### src/rtl/fifo_wr_arbiter.sv
// fifo_wr_arbiter: round-robin owner of a shared FIFO write port.
// A winner is picked in IDLE and then holds the port for up to MAX_BURST
// beats. It stalls on i_full and gives the port up early when its request drops.
// Optional build macro FIFO_ARB_STATS_EN adds the o_beat_cnt per-requester
// accepted-beat counters. These saturate at 16'hFFFF and are cleared only by rstn.
module fifo_wr_arbiter #(
  parameter int DATA_W      = 128,
  parameter int NUM_REQ     = 4,
  parameter int MAX_BURST   = 8,
  parameter int AF_THROTTLE = 1
) (
  input  logic                      clk,
  input  logic                      rstn,
  input  logic [NUM_REQ-1:0]        i_req,
  input  logic [NUM_REQ*DATA_W-1:0] i_data,
  output logic [NUM_REQ-1:0]        o_ack,
  output logic [NUM_REQ-1:0]        o_gnt,
  output logic                      o_busy,
  output logic                      o_wren,
  output logic [DATA_W-1:0]         o_wrdata,
  input  logic                      i_full,
`ifdef FIFO_ARB_STATS_EN
  output logic [NUM_REQ*16-1:0]     o_beat_cnt,
`endif
  input  logic                      i_alm_full
);

  localparam int IDX_W = $clog2(NUM_REQ);
  localparam int CNT_W = $clog2(MAX_BURST) + 1;

  typedef enum logic {IDLE, BURST} state_t;

  state_t             state_q, state_d;
  logic [NUM_REQ-1:0] gnt_q, gnt_d;
  logic [IDX_W-1:0]   owner_q, owner_d;
  logic [IDX_W-1:0]   last_q, last_d;
  logic [CNT_W-1:0]   beat_q, beat_d;

  logic               win_found;
  logic [IDX_W-1:0]   win_idx;
  int                 scan_idx;
  logic               owner_req;
  logic               wren;
  logic [NUM_REQ-1:0] ack;

  // Round-robin search: first requester after the previous owner, wrapping.
  always_comb begin
    win_found = 1'b0;
    win_idx   = '0;
    scan_idx  = 0;
    for (int off = 1; off <= NUM_REQ; off++) begin
      scan_idx = (int'(last_q) + off) % NUM_REQ;
      if (!win_found && i_req[IDX_W'(scan_idx)]) begin
        win_found = 1'b1;
        win_idx   = IDX_W'(scan_idx);
      end
    end
  end

  assign owner_req = i_req[owner_q];

  // Next-state and write-side outputs; a grant costs one IDLE cycle with no write.
  always_comb begin
    state_d = state_q;
    gnt_d   = gnt_q;
    owner_d = owner_q;
    last_d  = last_q;
    beat_d  = beat_q;
    wren    = 1'b0;
    ack     = '0;
    case (state_q)
      IDLE: begin
        if (win_found && !i_full && !((AF_THROTTLE != 0) && i_alm_full)) begin
          state_d = BURST;
          gnt_d   = NUM_REQ'(1) << win_idx;
          owner_d = win_idx;
          beat_d  = '0;
        end
      end
      BURST: begin
        // Almost-full is deliberately ignored here; only a full FIFO stalls a burst.
        wren         = owner_req && !i_full;
        ack[owner_q] = wren;
        if (wren) begin
          beat_d = beat_q + CNT_W'(1);
        end
        if ((wren && (beat_q == CNT_W'(MAX_BURST - 1))) || !owner_req) begin
          state_d = IDLE;
          gnt_d   = '0;
          last_d  = owner_q;
          beat_d  = '0;
        end
      end
      default: begin
        state_d = IDLE;
        gnt_d   = '0;
      end
    endcase
  end

  // State register; reset makes requester 0 the first winner.
  always_ff @(posedge clk or negedge rstn) begin
    if (!rstn) begin
      state_q <= IDLE;
      gnt_q   <= '0;
      owner_q <= '0;
      last_q  <= IDX_W'(NUM_REQ - 1);
      beat_q  <= '0;
    end else begin
      state_q <= state_d;
      gnt_q   <= gnt_d;
      owner_q <= owner_d;
      last_q  <= last_d;
      beat_q  <= beat_d;
    end
  end

  assign o_wren   = wren;
  assign o_ack    = ack;
  assign o_gnt    = gnt_q;
  assign o_busy   = (state_q == BURST);
  assign o_wrdata = (state_q == BURST) ? i_data[int'(owner_q)*DATA_W +: DATA_W] : '0;

`ifdef FIFO_ARB_STATS_EN
  logic [15:0] stat_cnt_q [NUM_REQ];
  logic [15:0] stat_cnt_d [NUM_REQ];

  for (genvar gi = 0; gi < NUM_REQ; gi++) begin : g_stats
    assign stat_cnt_d[gi] = (o_ack[gi] && (stat_cnt_q[gi] != 16'hFFFF))
                          ? stat_cnt_q[gi] + 16'd1 : stat_cnt_q[gi];

    // Saturating count of beats accepted from requester gi.
    always_ff @(posedge clk or negedge rstn) begin
      if (!rstn) begin
        stat_cnt_q[gi] <= '0;
      end else begin
        stat_cnt_q[gi] <= stat_cnt_d[gi];
      end
    end

    assign o_beat_cnt[gi*16 +: 16] = stat_cnt_q[gi];
  end
`endif

endmodule

### config.mk
export PLATFORM = sky130hd
export DESIGN_NAME = fifo_wr_arbiter
export DESIGN_NICKNAME = d
export VERILOG_FILES = /design/src/rtl/fifo_wr_arbiter.sv
export SDC_FILE = /design/constraint.sdc
export NUM_CORES = 1
export LEC_CHECK = 0
export ABC_AREA = 1
export BUFFER_PORTS_ARGS = -buffer_cell sky130_fd_sc_hd__buf_2
export CAP_MARGIN = 20
export CORE_AREA = 2 2 255 257
export CTS_CLUSTER_SIZE = 30
export DETAILED_ROUTE_END_ITERATION = 16
export DIE_AREA = 0 0 257 259
export PLACE_DENSITY = 0.3
export SYNTH_ARGS = -nofsm -noshare
export SYNTH_HDL_FRONTEND = slang
export SYNTH_SLANG_ARGS = --single-unit
### constraint.sdc
create_clock -name clk -period 1.83 [get_ports clk]
set_input_delay 0.366 -clock clk [delete_from_list [all_inputs] [get_ports clk]]
set_output_delay 0.366 -clock clk [all_outputs]
set_load 0.02 [all_outputs]
==> impl_results.html <==
<table>
<tr><th>Metric</th><th>Value</th></tr>
<tr><th colspan="2">Run status</th></tr>
<tr><td>Run status</td><td>finished with violations</td></tr>
<tr><td>Violated checks</td><td>negative setup slack</td></tr>
<tr><th colspan="2">Synthesis</th></tr>
<tr><td>Post-Syn Nets</td><td>roughly 1,300</td></tr>
<tr><td>Average size of a mapped cell</td><td>5.77 µm²</td></tr>
<tr><td>Leading cell type by number of instances after synthesis</td><td>sky130_fd_sc_hd__nand3_1</td></tr>
<tr><td>Distinct cell type count after synthesis</td><td>23</td></tr>
<tr><td>Syn Std Cell Area</td><td>0.00448 mm²</td></tr>
<tr><td>Top cells by instance count after synthesis</td><td>278 x sky130_fd_sc_hd__nand3_1, 128 x sky130_fd_sc_hd__a22oi_1, 128 x sky130_fd_sc_hd__a31oi_1, 71 x sky130_fd_sc_hd__nand2_1, 64 x sky130_fd_sc_hd__clkbuf_1</td></tr>
<tr><td>Warnings, synthesis</td><td>0</td></tr>
<tr><td>Top_reg_cell synth</td><td>sky130_fd_sc_hd__dfrtp_1</td></tr>
<tr><td>Number of cells produced by synthesis</td><td>a little under 800</td></tr>
<tr><td>Fraction of synthesized cell area taken by the top area cell type</td><td>0.311</td></tr>
<tr><td>Flops &amp; latches, synth</td><td>13</td></tr>
<tr><td>Main area contributors after synthesis</td><td>sky130_fd_sc_hd__nand3_1 31%, sky130_fd_sc_hd__a22oi_1 21%, sky130_fd_sc_hd__a31oi_1 18%</td></tr>
<tr><td>Largest area contributor in the netlist</td><td>sky130_fd_sc_hd__nand3_1</td></tr>
<tr><td>Number of enable-type register cells in the synthesized netlist</td><td>0</td></tr>
<tr><td>Part of the Yosys area used for sequential elements</td><td>0.0732</td></tr>
<tr><td>Synth async-reset ratio</td><td>1.00</td></tr>
<tr><th colspan="2">Cells and area</th></tr>
<tr><td>Final net count</td><td>~2,000</td></tr>
<tr><td>Final cell utilization of the core</td><td>0.211</td></tr>
<tr><td>Area overhead of the layout relative to synthesis</td><td>201%</td></tr>
<tr><td>Filler instances</td><td>7,146</td></tr>
<tr><td>Share of layout cells above drive strength 1</td><td>0.762</td></tr>
<tr><th colspan="2">Global routing</th></tr>
<tr><td>Residual overflow from global routing</td><td>0</td></tr>
<tr><td>GRT Total Usage</td><td>0.133</td></tr>
<tr><td>Number of antenna violations at the first check in global routing</td><td>13</td></tr>
<tr><td>Via count of the first global-routing pass</td><td>approximately 9,700</td></tr>
<tr><td>Global-route wire length before repair</td><td>roughly 67,000 µm</td></tr>
<tr><td>Maximum number of pins on one net before global-route repair</td><td>42</td></tr>
<tr><th colspan="2">Detailed routing</th></tr>
<tr><td>Routed vias</td><td>between 9,000 and 10,000</td></tr>
<tr><td>Final ANT Viol Nets</td><td>0</td></tr>
<tr><td>DRC violations left</td><td>0</td></tr>
<tr><td>Router iterations before antenna repair</td><td>7</td></tr>
<tr><td>Total wirelength of the detailed-routed design</td><td>~53,000 µm</td></tr>
<tr><td>Detailed Route Iter0 Violations</td><td>a little over 500</td></tr>
<tr><td>Per-cell via count in the routed design</td><td>about 4.1</td></tr>
<tr><td>DR WL/cell</td><td>~22 µm</td></tr>
<tr><th colspan="2">CTS</th></tr>
<tr><td>H-tree depth</td><td>1</td></tr>
<tr><td>Number of clock sinks seen by CTS</td><td>13</td></tr>
<tr><td>CTS hold repair buffers</td><td>0</td></tr>
<tr><td>Clock latency on the worst-skew pair</td><td>roughly 0.24 ns</td></tr>
<tr><td>Library cell used as clock root buffer</td><td>sky130_fd_sc_hd__clkbuf_16</td></tr>
<tr><td>Clock slew at reported path FFs</td><td>approximately 0.050 ns</td></tr>
<tr><td>TritonCTS clock tree</td><td>built</td></tr>
<tr><td>Number of buffers inserted during clock tree synthesis</td><td>3</td></tr>
<tr><td>Maximum clock path buffer count</td><td>2</td></tr>
<tr><th colspan="2">Setup path</th></tr>
<tr><td>Required arrival time at the worst endpoint</td><td>~1.5 ns</td></tr>
<tr><td>Kind of launch point of the worst setup path</td><td>flop</td></tr>
<tr><td>List of cells traversed by the critical path</td><td>buf_4, buf_16, nand3_2, a31oi_2, buf_2</td></tr>
<tr><td>Capturing instance or port of the critical path</td><td>o_wrdata[13]</td></tr>
<tr><td>Max Fanout on Critical Path</td><td>28</td></tr>
<tr><td>Worst setup slack for register-to-register paths</td><td>approximately 0.03 ns</td></tr>
<tr><td>Type of destination of the critical path</td><td>primary output</td></tr>
<tr><td>Slowest cell delay on critical path</td><td>between 0.5 and 0.6 ns</td></tr>
<tr><td>Crit Reg-Reg Startpoint</td><td>last_q[0]</td></tr>
<tr><td>WP data arrival</td><td>around 1.9 ns</td></tr>
<tr><td>Worst reg2reg path depth</td><td>11</td></tr>
<tr><td>Launching instance or port of the critical path</td><td>owner_q[0]</td></tr>
<tr><td>Startpoint-to-endpoint class of the critical path</td><td>reg2out</td></tr>
<tr><td>Endpoint of the worst register-to-register path</td><td>o_gnt[0]</td></tr>
<tr><td>Crit path max-delay cell type</td><td>sky130_fd_sc_hd__dfrtp_4</td></tr>
<tr><th colspan="2">Min path</th></tr>
<tr><td>Path class of the lowest-slack min-delay path</td><td>in2async</td></tr>
<tr><th colspan="2">Timing</th></tr>
<tr><td># setup viols final</td><td>133</td></tr>
<tr><td>Post-layout minimum cycle time</td><td>roughly 2.2 ns</td></tr>
<tr><td>Final setup skew</td><td>0.00561 ns</td></tr>
<tr><td>Final TNS setup</td><td>-40.23 ns</td></tr>
<tr><td>Setup slack after layout</td><td>-0.387 ns</td></tr>
<tr><td>Endpoints failing hold</td><td>0</td></tr>
<tr><td>Timing-limited maximum frequency</td><td>approximately 450 MHz</td></tr>
<tr><td>Part of the cycle the worst path needs</td><td>1.21</td></tr>
<tr><td>Rel. slew slack</td><td>0.663</td></tr>
<tr><td>Count of final max-slew check failures</td><td>0</td></tr>
<tr><td>Slew at the pin closest to its max-slew limit</td><td>0.504 ns</td></tr>
<tr><td>Setup repair after global routing missed its margin</td><td>true</td></tr>
<tr><td>Worst-case hold slack</td><td>between 0.02 and 0.03 ns</td></tr>
<tr><th colspan="2">Place</th></tr>
<tr><td>Last weighted congestion value of the routability-driven placer</td><td>approximately 0.9</td></tr>
<tr><td>Buffers added on ports</td><td>~660</td></tr>
<tr><td>DPL Wire Length</td><td>approximately 38,000 µm</td></tr>
<tr><th colspan="2">Die</th></tr>
<tr><td>Effective utilization at floorplan</td><td>0.0701</td></tr>
<tr><td>I/O pin count</td><td>~660</td></tr>
<tr><td>Cell Rows</td><td>93</td></tr>
<tr><td>Die boundary width</td><td>roughly 260 µm</td></tr>
<tr><td>Area enclosed by the die boundary</td><td>0.0666 mm²</td></tr>
<tr><td>Die boundary height</td><td>approximately 260 µm</td></tr>
<tr><td>Area of the core region</td><td>about 0.064 mm²</td></tr>
<tr><th colspan="2">Power</th></tr>
<tr><td>Cell Pwr Density</td><td>1660 mW/mm²</td></tr>
<tr><td>Maximum resistive drop on vdd</td><td>between 0.5 and 0.6 mV</td></tr>
<tr><td>Standby leakage power</td><td>between 5 and 6 nW</td></tr>
<tr><th colspan="2">Flow run</th></tr>
<tr><td>Total of max-cap violations</td><td>0</td></tr>
</table>
placed cells by master (no fill, tap or decap), types with 8 or more instances in the layout:
cell type	count
sky130_fd_sc_hd__buf_2	547
sky130_fd_sc_hd__nand3_1	191
sky130_fd_sc_hd__buf_4	138
sky130_fd_sc_hd__a22oi_2	87
sky130_fd_sc_hd__a31oi_2	78
sky130_fd_sc_hd__nand3_2	61
sky130_fd_sc_hd__buf_6	59
sky130_fd_sc_hd__nand2_1	52
sky130_fd_sc_hd__a22oi_1	41
sky130_fd_sc_hd__buf_12	40
sky130_fd_sc_hd__a31oi_1	37
sky130_fd_sc_hd__nand3_4	30
sky130_fd_sc_hd__clkbuf_16	21
sky130_fd_sc_hd__nand2_2	15
sky130_fd_sc_hd__buf_16	15
sky130_fd_sc_hd__a31oi_4	13
sky130_fd_sc_hd__nor2_1	11
sky130_fd_sc_hd__buf_8	11
sky130_fd_sc_hd__dfrtp_1	9
sky130_fd_sc_hd__inv_1	8
flip-flops by register name, indices dropped and copies added, names as in the netlist:
name and count:
last_q 2, beat_q 4, o_busy 1, owner_q 2, o_gnt 4
per-layer routing:
layer,track usage,vias up,wire length [µm]
li1,-,4511,-
met1,0.167,4750,21700
met2,0.239,476,27000
met3,0.0242,58,2970
met4,0.0199,8,835
met5,0,-,47
timing repair:
action / in CTS / in global routing
gates resized for setup: 241 / 322
gates cloned: 15 / 24
setup buffers: 28 / 33
endpoints found under the setup margin: 144 / 145
pin swaps: 32 / 94
layout make-up:
class	count	area, µm²	share of cell area
repair buffers	828	6270	0.464
multi-input cells	642	5580	0.413
well taps	855	1070	0.0792
flip-flops and latches	13	335	0.0248
inverters	18	136	0.0101
clock buffers	4	78.8	0.00584
repair inverters	2	36.3	0.00269
diodes	2	5.00	0.000371
through the flow:
| step | total power [mW] | worst slack, ns | instance area [µm²] | std cells |
|---|---|---|---|---|
| after global placement | 14.2 | -0.396 | 9770 | 2268 |
| final | 22.4 | -0.387 | 13500 | 2364 |
| after CTS | 18.4 | -0.392 | 11400 | 2314 |
| after floorplan | 8.23 | -0.0430 | 4980 | 776 |
| after global routing | 23.7 | -0.468 | 13500 | 2364 |
| after detailed placement | 14.1 | -0.392 | 9770 | 2268 |
how the worst min path moves through the flow:
stage          from    endpoint  slack [ns]  cells past startpoint
6_report       rstn    o_gnt[2]        0.03                      1
5_1_grt        rstn   beat_q[2]        0.06                      1
4_1_cts        rstn    o_gnt[2]        0.04                      1
3_5_place_dp   rstn    o_gnt[2]        0.30                      1
3_3_place_gp   rstn  owner_q[1]        0.30                      1
2_1_floorplan  rstn   beat_q[0]        0.07                      0
power by group:
group	total, mW	switching [mW]	internal (mW)
logic	21.4	11.8	9.61
registers	0.567	0.150	0.417
clock network	0.423	0.129	0.295
worst max-delay path: cells and delay by family, from the launching register on:
family	cells	cell delay [ns]
AOI/OAI and AO/OA	1	0.24
buffers and inverters	3	0.67
DFF	1	0.51
and+or+nand+nor	1	0.15
kinds of logic (layout without fill, tap and decap cells):
kind of cell	count (synthesis)	in the layout	synth area share
simple gates	374	375	0.400
compound gates	264	264	0.402
buf+inv	122	852	0.117
flops	13	13	0.0732
xor+xnor	2	2	0.00391
fa+ha+maj	1	1	0.00279
other cells	0	2	0
No activity file was read; power rests on OpenSTA's default activity.
